## src/rtl/div_enable_pipe_pkg.sv

```systemverilog
// Shared constants, types and helpers for the div_enable_pipe clock-enable divider.
package div_enable_pipe_pkg;

  localparam int unsigned TICK_CNT_W = 16;
  localparam int unsigned DIV_W_MAX  = 32;

  typedef logic [DIV_W_MAX-1:0] div_word_t;

  typedef struct packed {
    div_word_t cnt;
    div_word_t div;
  } div_pair_t;

  function automatic int unsigned fill_width(input int unsigned stages);
    return (stages < 2) ? 1 : $clog2(stages);
  endfunction

endpackage

```

## src/rtl/div_enable_gen.sv

```systemverilog
// Programmable divide-by-(D+1) enable generator with glitch-free divisor reload.
module div_enable_gen
  import div_enable_pipe_pkg::*;
#(
  parameter int unsigned DIV_W     = 8,
  parameter int unsigned DIV_RESET = 0
) (
  input  logic             clock,
  input  logic             reset,
  input  logic             div_load,
  input  logic [DIV_W-1:0] div_value,
  output logic             wrap,
  output logic             div_busy,
  output logic             tick,
  output logic             clk_div_q
);

  localparam logic [DIV_W-1:0] DIV_INIT = DIV_W'(DIV_RESET);

  logic [DIV_W-1:0] cnt;
  logic [DIV_W-1:0] div_q;
  logic [DIV_W-1:0] shadow;
  logic             pending;

  assign wrap     = (cnt == div_q);
  assign div_busy = pending;

  always_ff @(posedge clock or posedge reset) begin
    if (reset) begin
      cnt       <= '0;
      div_q     <= DIV_INIT;
      shadow    <= '0;
      pending   <= 1'b0;
      tick      <= 1'b0;
      clk_div_q <= 1'b0;
    end else if (wrap) begin
      cnt       <= '0;
      tick      <= 1'b1;
      clk_div_q <= ~clk_div_q;
      pending   <= 1'b0;
      // A load landing on the wrap edge wins over any older shadow value
      if (div_load) begin
        div_q <= div_value;
      end else if (pending) begin
        div_q <= shadow;
      end
    end else begin
      cnt  <= cnt + 1'b1;
      tick <= 1'b0;
      if (div_load) begin
        shadow  <= div_value;
        pending <= 1'b1;
      end
    end
  end

endmodule

```

## src/rtl/div_enable_pipe.sv

```systemverilog
// Divided enable strobe plus strobe-advanced retiming pipeline, single clock domain.
// Optional tick_count output enabled by defining DIV_ENABLE_PIPE_TICK_CNT_EN.
module div_enable_pipe
  import div_enable_pipe_pkg::*;
#(
  parameter int unsigned WIDTH     = 8,
  parameter int unsigned STAGES    = 2,
  parameter int unsigned DIV_W     = 8,
  parameter int unsigned DIV_RESET = 0
) (
  input  logic             clock,
  input  logic             reset,
  input  logic             div_load,
  input  logic [DIV_W-1:0] div_value,
  input  logic [WIDTH-1:0] data_in,
  output logic             div_busy,
  output logic             tick,
  output logic             clk_div_q,
  output logic [WIDTH-1:0] data_out,
  output logic             out_valid
`ifdef DIV_ENABLE_PIPE_TICK_CNT_EN
  ,
  output logic [TICK_CNT_W-1:0] tick_count
`endif
);

  localparam int unsigned       FILL_W    = fill_width(STAGES);
  localparam logic [FILL_W-1:0] FILL_LAST = FILL_W'(STAGES - 1);

  logic                          wrap;
  logic [STAGES-1:0][WIDTH-1:0]  stage_q;
  logic [FILL_W-1:0]             fill_q;

  div_enable_gen #(
    .DIV_W     (DIV_W),
    .DIV_RESET (DIV_RESET)
  ) u_gen (
    .clock     (clock),
    .reset     (reset),
    .div_load  (div_load),
    .div_value (div_value),
    .wrap      (wrap),
    .div_busy  (div_busy),
    .tick      (tick),
    .clk_div_q (clk_div_q)
  );

  // Later stages share the clock and advance only on the wrap enable
  always_ff @(posedge clock or posedge reset) begin
    if (reset) begin
      stage_q <= '0;
    end else begin
      stage_q[0] <= data_in;
      if (wrap) begin
        for (int unsigned i = 1; i < STAGES; i++) begin
          stage_q[i] <= stage_q[i-1];
        end
      end
    end
  end

  assign data_out = stage_q[STAGES-1];

  always_ff @(posedge clock or posedge reset) begin
    if (reset) begin
      fill_q    <= '0;
      out_valid <= 1'b0;
    end else if (wrap && (fill_q != FILL_LAST)) begin
      fill_q <= fill_q + 1'b1;
      if (fill_q == FILL_LAST - 1'b1) begin
        out_valid <= 1'b1;
      end
    end
  end

`ifdef DIV_ENABLE_PIPE_TICK_CNT_EN
  always_ff @(posedge clock or posedge reset) begin
    if (reset) begin
      tick_count <= '0;
    end else if (wrap && (tick_count != '1)) begin
      tick_count <= tick_count + 1'b1;
    end
  end
`endif

endmodule

```

## config.mk

```make
export PLATFORM = sky130hd
export DESIGN_NAME = div_enable_pipe
export DESIGN_NICKNAME = d
export VERILOG_FILES = /design/src/rtl/div_enable_pipe_pkg.sv /design/src/rtl/div_enable_gen.sv /design/src/rtl/div_enable_pipe.sv
export SDC_FILE = /design/constraint.sdc
export NUM_CORES = 1
export LEC_CHECK = 0
export BUFFER_PORTS_ARGS = -buffer_cell sky130_fd_sc_hd__buf_2
export CAP_MARGIN = 30
export CORE_ASPECT_RATIO = 1.4
export CORE_MARGIN = 1.5
export CORE_UTILIZATION = 35
export DETAILED_ROUTE_END_ITERATION = 7
export GPL_TIMING_DRIVEN = 0
export SLEW_MARGIN = 20
export SYNTH_ARGS = -nofsm -noshare
export SYNTH_HDL_FRONTEND = slang
export SYNTH_SLANG_ARGS = --single-unit
```

## constraint.sdc

```tcl
create_clock -name clock -period 2.68 [get_ports clock]
set_clock_uncertainty 0.1 [all_clocks]
set_input_delay 0.536 -clock clock [delete_from_list [all_inputs] [get_ports clock]]
set_output_delay 0.536 -clock clock [all_outputs]
set_load 0.005 [all_outputs]
```

==> results.py, run 1 <==
metrics = {
    "finish": {
        "syn_to_final_growth_pct": 17.80,
        "fillCellCount": 526,
        "num-nets-final": 203,
        "n_antenna_cell": 0,
        "drive_gt1_share_pct": 37.50,
        "fin_util_pct": 42.71,
        "final_area_um2": 2220,
        "regArea_um2": 1126,
        "multi_input_area_um2": 638.1,
    },
    "floorplan": {
        "std_cell_rows": 31,
        "dieArea_um2": 5839,
        "ios": 31,
        "die_w_um": 65.01,
        "start_util_pct": 36.25,
        "die_h_um": 89.82,
        "core_area_um2": 5197,
    },
    "logic_synthesis": {
        "ys_ff_latch": 45,
        "syn_area_per_cell_um2": 13.00,
        "syn_inst": 145,
        "synth_top_cell_area_share_pct": 59.76,
        "synthesis.nets": 165,
        "synth_cell_types": 28,
        "netlist_area_um2": 1884,
        "ys.warnings.count": 0,
        "yosysTopAreaCell": "dfrtp_1",
        "synth_area_leaders": "dfrtp_1 (60%), mux2_4 (5.6%), mux2_2 (5.4%), xnor2_1 (5.1%), buf_4 (3.2%)",
        "synth-seq-area-share_pct": 59.76,
    },
    "critical_path": {
        "cp-start-kind": "flop",
        "endpoint_kind": "flop",
        "worstSetupPathType": "flop to flop",
        "arrival_ns": 2.03,
        "critPathRequiredTime_ns": 2.76,
        "crit_fanout": 8,
    },
    "sta": {
        "fin_crit_sh_pct": 72.90,
        "layout_min_cycle_time_ns": 1.954,
        "finalSetupViolCount": 0,
        "rsz0062_at_grt": "false",
        "worstMarginPinSlew_ns": 0.6416,
        "whs_ns": 0.1446,
        "relSlewSlack_pct": 56.89,
        "fin_setup_tns_ns": 0,
        "hold_violations": 0,
        "fmax_mhz": 511.9,
        "slew_violations": 0,
    },
    "flow_run": {
        "maxCapViolCount": 0,
    },
    "clock_network": {
        "numCtsBuffers": 5,
        "ctsResizeCount": 0,
        "cts_buffer_depth": 2,
        "cts_max_level": 2,
        "hold_buffers": 0,
        "clock-sinks": 45,
        "clockRootBuffer": "clkbuf_8",
        "post_cts_buffers": 0,
        "clk_pin_slew_ns": 0.08,
        "insertion_delay_ns": 0.29,
        "cts_tree": "built",
    },
    "grt": {
        "grt_util_all_layers_pct": 12.37,
        "grt_pass1_vias": 1159,
        "grt_pass1_wl_mm": 5.540,
        "grt_max_degree": 26,
        "overflow": 0,
        "antenna_found_initial": 0,
    },
    "routing": {
        "first_iter_violations": 36,
        "firstDrtPassIters": 4,
        "routedWlPerCell_um": 12.93,
        "remaining_drc_errors": 0,
        "postRouteAntennaNets": 0,
        "drt-total-wl_mm": 3.233,
        "vias": 1167,
        "viasPerCell": 4.668,
    },
    "place": {
        "hpwlAfterDp_mm": 2.313,
        "postPlaceCellArea_um2": 2137,
        "place.gp.congestion": 0.6901,
        "port-buffer-count": 30,
    },
    "power_and_ir_drop": {
        "power.leakage_uw": 0.001100,
        "vdd_drop_max_uv": 395.9,
        "power.density_nw_per_um2": 964.6,
    },
    "run_status": {
        "status": "complete, no violations",
    },
    "hold_path": {
        "hp-class": "primary input to async pin",
    },
}
Yosys cell counts:
cell and n:
and2_1 1, and3_1 2, buf_4 8, inv_1 7, clkinv_1 1, o31ai_1 2, o21ai_2 1, nor2b_1 1
or2_4 1, clkbuf_1 1, nor3_1 3, o22ai_1 6, ha_1 1, mux2_4 7, nand2_1 6, buf_6 2
xor2_1 4, a211o_1 2, o21bai_1 1, a22oi_1 6, nand2b_1 1, nor2_1 9, mux2_2 9, xnor2_1 11
buf_1 1, nand3_1 4, dfrtp_1 45, nand4_2 2
per-stage QoR:
step | total power [uW] | worst slack, ns | instances
2_1_floorplan | 1569 | 0.9500 | 145
5_1_grt | 2301 | 0.6214 | 250
4_1_cts | 2164 | 0.7248 | 250
3_5_place_dp | 1759 | 0.5818 | 242
6_report | 2141 | 0.7264 | 250
3_3_place_gp | 1736 | 0.3634 | 241
worst max-delay path, cell delays in order (launching register included):
cell and delay [ns]:
dfrtp_1 0.46, xnor2_1 0.19, nand4_2 0.24, o21ai_2 0.45
mux2_2 0.39
routing by layer:
metal	up-vias	wire, um	part of all wire (%)	track usage (%)
li1	561	-	-	-
met1	580	1457	45	16.17
met2	21	1633	51	19.24
met3	5	92	2.8	3.379
met4	0	49	1.5	5.208
met5	-	0	0	0
cell usage in the layout (no fill, tap or decap), types with 3 or more instances in the layout:
master | synthesis | layout
mux2_4 | 7 | 7
dfrtp_1 | 45 | 45
xnor2_1 | 11 | 11
clkbuf_8 | 0 | 5
a22oi_1 | 6 | 6
inv_1 | 7 | 6
nor2_1 | 9 | 9
nand3_1 | 4 | 4
nand2_1 | 6 | 6
o22ai_1 | 6 | 6
mux2_2 | 9 | 9
buf_2 | 0 | 30
buf_4 | 8 | 8
nor3_1 | 3 | 3
xor2_1 | 4 | 4
power by group:
part | switching, uW | internal [uW]
registers | 166 | 892
logic | 262 | 415
clock network | 224 | 181
total | 652 | 1490
final timing paths:
path                                               end  slack [ns]  depth (start not counted)              startpoint
max                        u_gen.shadow[7]$_DFFE_PP0P_        0.73                          4  u_gen.cnt[2]$_DFF_PP0_
min                            data_out[2]$_DFFE_PP0N_        0.14                          2                   reset
max reg2reg                u_gen.shadow[7]$_DFFE_PP0P_        0.73                          4  u_gen.cnt[2]$_DFF_PP0_
min reg2reg                      out_valid$_DFFE_PP0P_        0.36                          1      fill_q$_DFFE_PP0P_
max in group asynchronous   u_gen.div_q[0]$_DFFE_PP0P_        1.85                          3                   reset
min in group clock                stage_q[4]$_DFF_PP0_        0.24                          1              data_in[4]
cells by family after synthesis:
family,after synthesis,synth area share (%)
buffers and inverters,20,6.374
muxes,16,10.96
and+or+nand+nor,30,8.300
xor gates and xnor gates,15,6.972
adders and majority gates,1,0.6639
AOI/OAI and AO/OA,18,6.972
DFF,45,59.76
final cells by class:
| cell class | count | share of cell area, % |
|---|---|---|
| Multi-Input combinational cell | 80 | 28.75 |
| Clock inverter | 2 | 0.4510 |
| Tap cell | 66 | 3.720 |
| Sequential cell | 45 | 50.73 |
| Inverter | 8 | 1.353 |
| Buffer | 12 | 4.059 |
| Timing Repair Buffer | 31 | 7.666 |
| Clock buffer | 6 | 3.269 |
flip-flops by register name, indices dropped and copies added (netlist names):
name,count
u_gen.tick,1
u_gen.div_q,8
data_out,8
u_gen.cnt,8
u_gen.div_busy,1
u_gen.clk_div_q,1
u_gen.shadow,8
fill_q,1
stage_q,8
out_valid,1
No activity file was read; power rests on OpenSTA's default activity.
==> inputs of run 2 (changes only) <==
--- a/config.mk
+++ b/config.mk
@@ -5,6 +5,7 @@
 export SDC_FILE = /design/constraint.sdc
 export NUM_CORES = 1
 export LEC_CHECK = 0
+export ABC_AREA = 1
 export BUFFER_PORTS_ARGS = -buffer_cell sky130_fd_sc_hd__buf_2
 export CAP_MARGIN = 30
 export CORE_ASPECT_RATIO = 1.4
==> constraint.sdc (replaced) <==
create_clock -name clock -period 1.99 [get_ports clock]
set_clock_uncertainty 0.1 [all_clocks]
set_input_delay 0.398 -clock clock [delete_from_list [all_inputs] [get_ports clock]]
set_output_delay 0.398 -clock clock [all_outputs]
set_load 0.005 [all_outputs]
==> results.py, run 2 <==
metrics = {
    "logic_synthesis": {
        "synth-main-ff-cell": "dfrtp_1",
        "syn_area_per_cell_um2": 8.083,
        "synthesis.nets": 272,
        "synth-async-reset-ratio_pct": 100.0,
        "ys.warnings.count": 0,
        "synth_area_leaders": "dfrtp_1 (55%), nand2_1 (22%), nand3_1 (4.7%), inv_1 (4.2%), buf_4 (3.3%)",
        "ys_ff_latch": 45,
        "synth_cell_types": 20,
        "synth_edf_count": 0,
        "syn_inst": 252,
        "synth-seq-area-share_pct": 55.28,
        "synth_top_cell_area_share_pct": 55.28,
        "netlist_area_um2": 2037,
        "yosysTopAreaCell": "dfrtp_1",
        "synthTopCellsByCount": "nand2_1 (117), dfrtp_1 (45), inv_1 (23), nand3_1 (19), nor2_1 (15)",
        "yosysMostFrequentCell": "nand2_1",
    },
    "sta": {
        "layout_min_cycle_time_ns": 1.568,
        "fmax_mhz": 637.9,
        "worstMarginPinSlew_ns": 0.4636,
        "slew_violations": 0,
        "whs_ns": 0.008137,
        "finalSetupViolCount": 0,
        "fin_ws_ns": 0.4224,
        "rsz0062_at_grt": "false",
        "fin_crit_sh_pct": 78.77,
        "relSlewSlack_pct": 69.05,
        "hold_violations": 0,
    },
    "floorplan": {
        "core_area_um2": 5565,
        "ios": 31,
        "die_w_um": 67.48,
        "std_cell_rows": 32,
        "dieArea_um2": 6293,
        "die_h_um": 93.27,
        "start_util_pct": 36.60,
    },
    "grt": {
        "grt_pass1_wl_mm": 6.734,
        "grt_max_degree": 26,
        "grt_util_all_layers_pct": 14.19,
        "antenna_found_initial": 0,
        "grt_pass1_vias": 1526,
        "overflow": 0,
    },
    "routing": {
        "drt-total-wl_mm": 3.802,
        "routedWlPerCell_um": 10.65,
        "first_iter_violations": 36,
        "firstDrtPassIters": 4,
        "viasPerCell": 4.420,
        "vias": 1578,
        "remaining_drc_errors": 0,
        "postRouteAntennaNets": 0,
    },
    "finish": {
        "regArea_um2": 1126,
        "layout_commonest_cell": "nand2_1",
        "fillCellCount": 546,
        "num-nets-final": 309,
        "drive_gt1_share_pct": 19.38,
        "syn_to_final_growth_pct": 16.28,
        "n_antenna_cell": 0,
        "final_cell_mix": "nand2_1 (117), dfrtp_1 (45), buf_2 (32)",
        "multi_input_area_um2": 708.2,
    },
    "power_and_ir_drop": {
        "p_int_uw": 1939,
        "p_sw_uw": 1044,
        "power.density_nw_per_um2": 1259,
        "pwr-share-comb_pct": 34.7,
        "p_sw_share_pct": 34.99,
        "power.leakage_uw": 0.001319,
        "vdd_drop_max_uv": 488.3,
        "seqPwrFrac_pct": 47.0,
        "power_frac_clock_pct": 18.3,
    },
    "critical_path": {
        "cp_slowest_cell": "dfrtp_1",
        "reg2reg_depth": 8,
        "crit_top_cell": "nand2_1",
        "worstSetupPathType": "flop to flop",
        "endpoint_kind": "flop",
        "critPathRequiredTime_ns": 2.08,
        "worstPathCellList": "buf_4, xnor2_1, nand2_1, nor2_1, nand2_1, buf_2, nand3_1, nand2_1",
        "cp-start-kind": "flop",
        "arrival_ns": 1.66,
        "r2r-end": "u_gen.shadow[7]$_DFFE_PP0P_",
        "crit_fanout": 10,
        "timing.rr.start": "u_gen.cnt[6]$_DFF_PP0_",
        "slowest_delay_ns": 0.36,
        "rrSetupSlack_ns": 0.42,
    },
    "clock_network": {
        "insertion_delay_ns": 0.29,
        "post_cts_buffers": 0,
        "clock-sinks": 45,
        "clockRootBuffer": "clkbuf_8",
        "cts_max_level": 2,
        "cts_tree": "built",
        "numCtsBuffers": 5,
        "cts_buffer_depth": 2,
        "ctsResizeCount": 0,
        "clk_pin_slew_ns": 0.08,
        "hold_buffers": 0,
    },
    "hold_path": {
        "hp-class": "primary input to async pin",
    },
    "flow_run": {
        "maxCapViolCount": 0,
    },
    "place": {
        "port-buffer-count": 29,
        "place.gp.congestion": 0.7452,
        "hpwlAfterDp_mm": 2.692,
        "dp_slack_ns": 0.4138,
    },
    "run_status": {
        "status": "complete, no violations",
    },
}
[run 2: cell count changes after synthesis, sizes merged, moves of 6 or more]
cell   change
nor2       +7
nand2    +112
inv       +18
a22oi      -6
xnor2      -9
mux2      -16
o22ai      -6
nand3     +15
[run 2: worst max path at each step]
stage                      startpoint                          end  slack (ns)  cells past startpoint
6_report       u_gen.cnt[6]$_DFF_PP0_  u_gen.shadow[7]$_DFFE_PP0P_        0.42                      8
5_1_grt        u_gen.cnt[7]$_DFF_PP0_   u_gen.div_q[7]$_DFFE_PP0P_        0.21                     10
4_1_cts        u_gen.cnt[6]$_DFF_PP0_  u_gen.shadow[4]$_DFFE_PP0P_        0.40                      8
3_5_place_dp   u_gen.cnt[6]$_DFF_PP0_  u_gen.shadow[7]$_DFFE_PP0P_        0.41                      8
3_3_place_gp                    reset  u_gen.shadow[4]$_DFFE_PP0P_       -0.19                      2
2_1_floorplan                   reset      data_out[0]$_DFFE_PP0N_        0.43                      1
[run 2: layout make-up]
cell class              count  share of cell area [%]
plain buffers              15                   4.596
flip-flops and latches     45                   47.54
well taps                  68                   3.592
clock inverters             1                  0.3698
inverters                  25                   3.962
multi-input cells         167                   29.90
repair buffers             30                   6.973
clock buffers               6                   3.064
[run 2: layer usage]
metal  track usage, %  vias to the layer above  routed length (um)
li1                 -                      820                   -
met1            16.68                      716                1601
met2            24.35                       35                1975
met3            2.647                        7                 130
met4            6.463                        0                  95
met5                0                        -                   0
[run 2: worst max-delay path, delay by kind of cell (launching register included)]
family | cells | cell delay [ns]
flops | 1 | 0.36
buf+inv | 2 | 0.38
simple gates | 5 | 0.50
xor+xnor | 1 | 0.13
[run 2: logic make-up (layout without fill, tap and decap cells)]
kind of cell             Yosys count  in the layout  synth area share [%]
flip-flops                        45             45                 55.28
buffers and inverters             40             77                 9.950
XOR/XNOR                           5              5                 2.150
adder cells (fa/ha/maj)            1              1                0.6142
AND/OR/NAND/NOR                  157            157                 30.90
AO/OA/AOI/OAI                      4              4                 1.106
[run 2: power groups by stage]
stage | clock network [uW] | registers [uW] | logic, uW
after global routing | 595 | 1450 | 1240
after global placement | 0 | 1410 | 1020
after floorplan | 0 | 1370 | 816
final | 546 | 1400 | 1040
after CTS | 568 | 1400 | 1050
after detailed placement | 0 | 1420 | 1050
[run 2: through the flow]
step	area, um2	instances	setup TNS [ns]	total power (uW)	util, %
3_3_place_gp	2267	349	-8.674	2433	40.74
5_1_grt	2369	357	0	3286	42.56
3_5_place_dp	2287	350	0	2471	41.10
6_report	2369	357	0	2983	42.56
4_1_cts	2369	357	0	3028	42.56
2_1_floorplan	2037	252	0	2190	-
==> inputs of run 3 (changes only) <==
==> constraint.sdc (replaced) <==
create_clock -name clock -period 1.45 [get_ports clock]
set_clock_uncertainty 0.1 [all_clocks]
set_input_delay 0.29 -clock clock [delete_from_list [all_inputs] [get_ports clock]]
set_output_delay 0.29 -clock clock [all_outputs]
set_load 0.005 [all_outputs]
==> results.py, run 3 (synthesis gave the netlist of run 2 again) <==
metrics = {
    "floorplan": {
        "dieArea_um2": 6293,
        "start_util_pct": 36.60,
        "std_cell_rows": 32,
        "die_w_um": 67.48,
        "core_area_um2": 5565,
        "die_h_um": 93.27,
        "ios": 31,
    },
    "sta": {
        "slew_violations": 0,
        "worstMarginPinSlew_ns": 0.4656,
        "fin_ws_ns": -0.02195,
        "fmax_mhz": 679.4,
        "hold_violations": 0,
        "relSlewSlack_pct": 68.91,
        "layout_min_cycle_time_ns": 1.472,
        "fin_setup_tns_ns": -0.1947,
        "rsz0062_at_grt": "true",
        "fin_crit_sh_pct": 101.5,
        "finalSetupViolCount": 21,
    },
    "clock_network": {
        "clk_pin_slew_ns": 0.09,
        "cts_tree": "built",
        "cts_max_level": 2,
        "clockRootBuffer": "clkbuf_8",
        "insertion_delay_ns": 0.30,
        "cts_buffer_depth": 2,
        "numCtsBuffers": 5,
        "clock-sinks": 45,
    },
    "critical_path": {
        "reg2reg_depth": 10,
        "startpoint": "u_gen.cnt[0]$_DFF_PP0_",
        "rrSetupSlack_ns": -0.02,
        "timing.rr.start": "u_gen.cnt[0]$_DFF_PP0_",
        "critPathCapture": "u_gen.div_q[5]$_DFFE_PP0P_",
        "crit_fanout": 6,
        "r2r-end": "u_gen.div_q[5]$_DFFE_PP0P_",
        "worstSetupPathType": "flop to flop",
        "endpoint_kind": "flop",
        "cp-start-kind": "flop",
        "critPathRequiredTime_ns": 1.58,
        "arrival_ns": 1.61,
    },
    "grt": {
        "grt_pass1_wl_mm": 7.438,
        "grt_max_degree": 26,
        "grt_util_all_layers_pct": 15.75,
        "overflow": 0,
        "grt_pass1_vias": 1631,
        "antenna_found_initial": 0,
    },
    "finish": {
        "fillCellCount": 530,
        "final_cell_mix": "nand2_1 (104), dfrtp_1 (43), buf_2 (30)",
        "layout_commonest_cell": "nand2_1",
        "drive_gt1_share_pct": 32.57,
        "num-nets-final": 327,
        "fin_util_pct": 48.04,
        "n_antenna_cell": 0,
        "syn_to_final_growth_pct": 31.27,
    },
    "routing": {
        "viasPerCell": 4.448,
        "firstDrtPassIters": 4,
        "m1WireLength_mm": 1.875,
        "met3_length_um": 120,
        "remaining_drc_errors": 0,
        "first_iter_violations": 48,
        "routedWlPerCell_um": 11.71,
        "met2WireLength_mm": 2.246,
        "vias": 1668,
        "postRouteAntennaNets": 0,
        "drt-total-wl_mm": 4.393,
        "highest_layer": "met4",
    },
    "power_and_ir_drop": {
        "vdd_drop_max_uv": 697.1,
        "power.density_nw_per_um2": 1708,
        "p_int_uw": 2870,
        "seqPwrFrac_pct": 42.9,
        "p_sw_share_pct": 37.16,
        "total_power_uw": 4567,
        "pwr-share-comb_pct": 40.6,
        "p_sw_uw": 1697,
        "power.leakage_uw": 0.001431,
        "power_frac_clock_pct": 16.5,
    },
    "place": {
        "port-buffer-count": 29,
        "place.gp.congestion": 0.7452,
        "hpwlAfterDp_mm": 2.692,
    },
    "flow_run": {
        "maxCapViolCount": 0,
    },
    "hold_path": {
        "hp-class": "primary input to flop",
    },
    "run_status": {
        "status": "complete, but fails checks",
        "violations": "negative setup slack",
    },
}
==> run 3: changes by cell type in the layout (fill, tap and decap cells not counted), sizes merged <==
cell	previous run	this run
buf	45	54
dlygate4sd3	0	9
==> run 3: metal layers <==
| metal | vias to the layer above | GRT usage, % |
|---|---|---|
| met5 | - | 0 |
| met4 | 0 | 8.503 |
| met3 | 9 | 2.647 |
| met2 | 34 | 25.33 |
| met1 | 769 | 19.75 |
| li1 | 856 | - |
==> run 3: layout make-up <==
type,instances,area [um2],share of cell area [%]
inverter,25,93.84,3.510
clock buffer,6,72.57,2.714
multi-input combinational,167,829.5,31.02
tap,68,85.08,3.182
sequential,45,1129,42.21
buffer,14,113.9,4.258
clock inverter,1,8.758,0.3276
timing repair buffer,49,341.6,12.77
==> run 3: worst min path at each step <==
stage | end | from | slack (ns) | depth (start not counted)
after floorplan | stage_q[0]$_DFF_PP0_ | data_in[0] | 0.22 | 0
after global placement | stage_q[2]$_DFF_PP0_ | data_in[2] | 0.30 | 1
after detailed placement | data_out[0]$_DFFE_PP0N_ | reset | 0.23 | 2
after CTS | stage_q[0]$_DFF_PP0_ | data_in[0] | 0.006 | 1
after global routing | u_gen.shadow[5]$_DFFE_PP0P_ | div_value[5] | 0.15 | 3
final | u_gen.shadow[0]$_DFFE_PP0P_ | div_value[0] | 0.13 | 3
==> run 3: through the flow <==
stage / instances / hold slack [ns] / setup WS [ns] / instance area (um2)
after floorplan: 252 / 0.2214 / 0.0005899 / 2037
after global placement: 349 / 0.2979 / -0.6257 / 2267
after detailed placement: 350 / 0.2336 / -0.1262 / 2287
after CTS: 370 / 0.005788 / -0.02331 / 2556
after global routing: 375 / 0.1480 / -0.1343 / 2674
final: 375 / 0.1278 / -0.02195 / 2674
==> run 3: worst max-delay path, stage by stage, from the launching register on <==
cell     delay, ns
dfrtp_1       0.43
inv_1         0.07
nand2_1       0.04
nand2_1       0.06
nand2_2       0.08
inv_2         0.07
nand2_2       0.06
nor2_4        0.20
buf_6         0.16
nand3_1       0.07
nand2_1       0.07
==> run 3: what timing repair did <==
item                       in CTS  in global routing
resized for setup              25                 25
pin swaps                       9                 14
setup endpoints to repair      35                 37
hold endpoints to repair       27                  1
setup buffers                   2                  4
hold buffers                    8                  1
gates cloned                    4                  0
==> run 3: power by group through the flow <==
stage               combinational [uW]  sequential [uW]  clock, uW
floorplan                         1120             1890          0
global placement                  1400             1940          0
detailed placement                1450             1950          0
CTS                               1570             1950        780
global route                      2130             2020        826
finish                            1860             1960        753
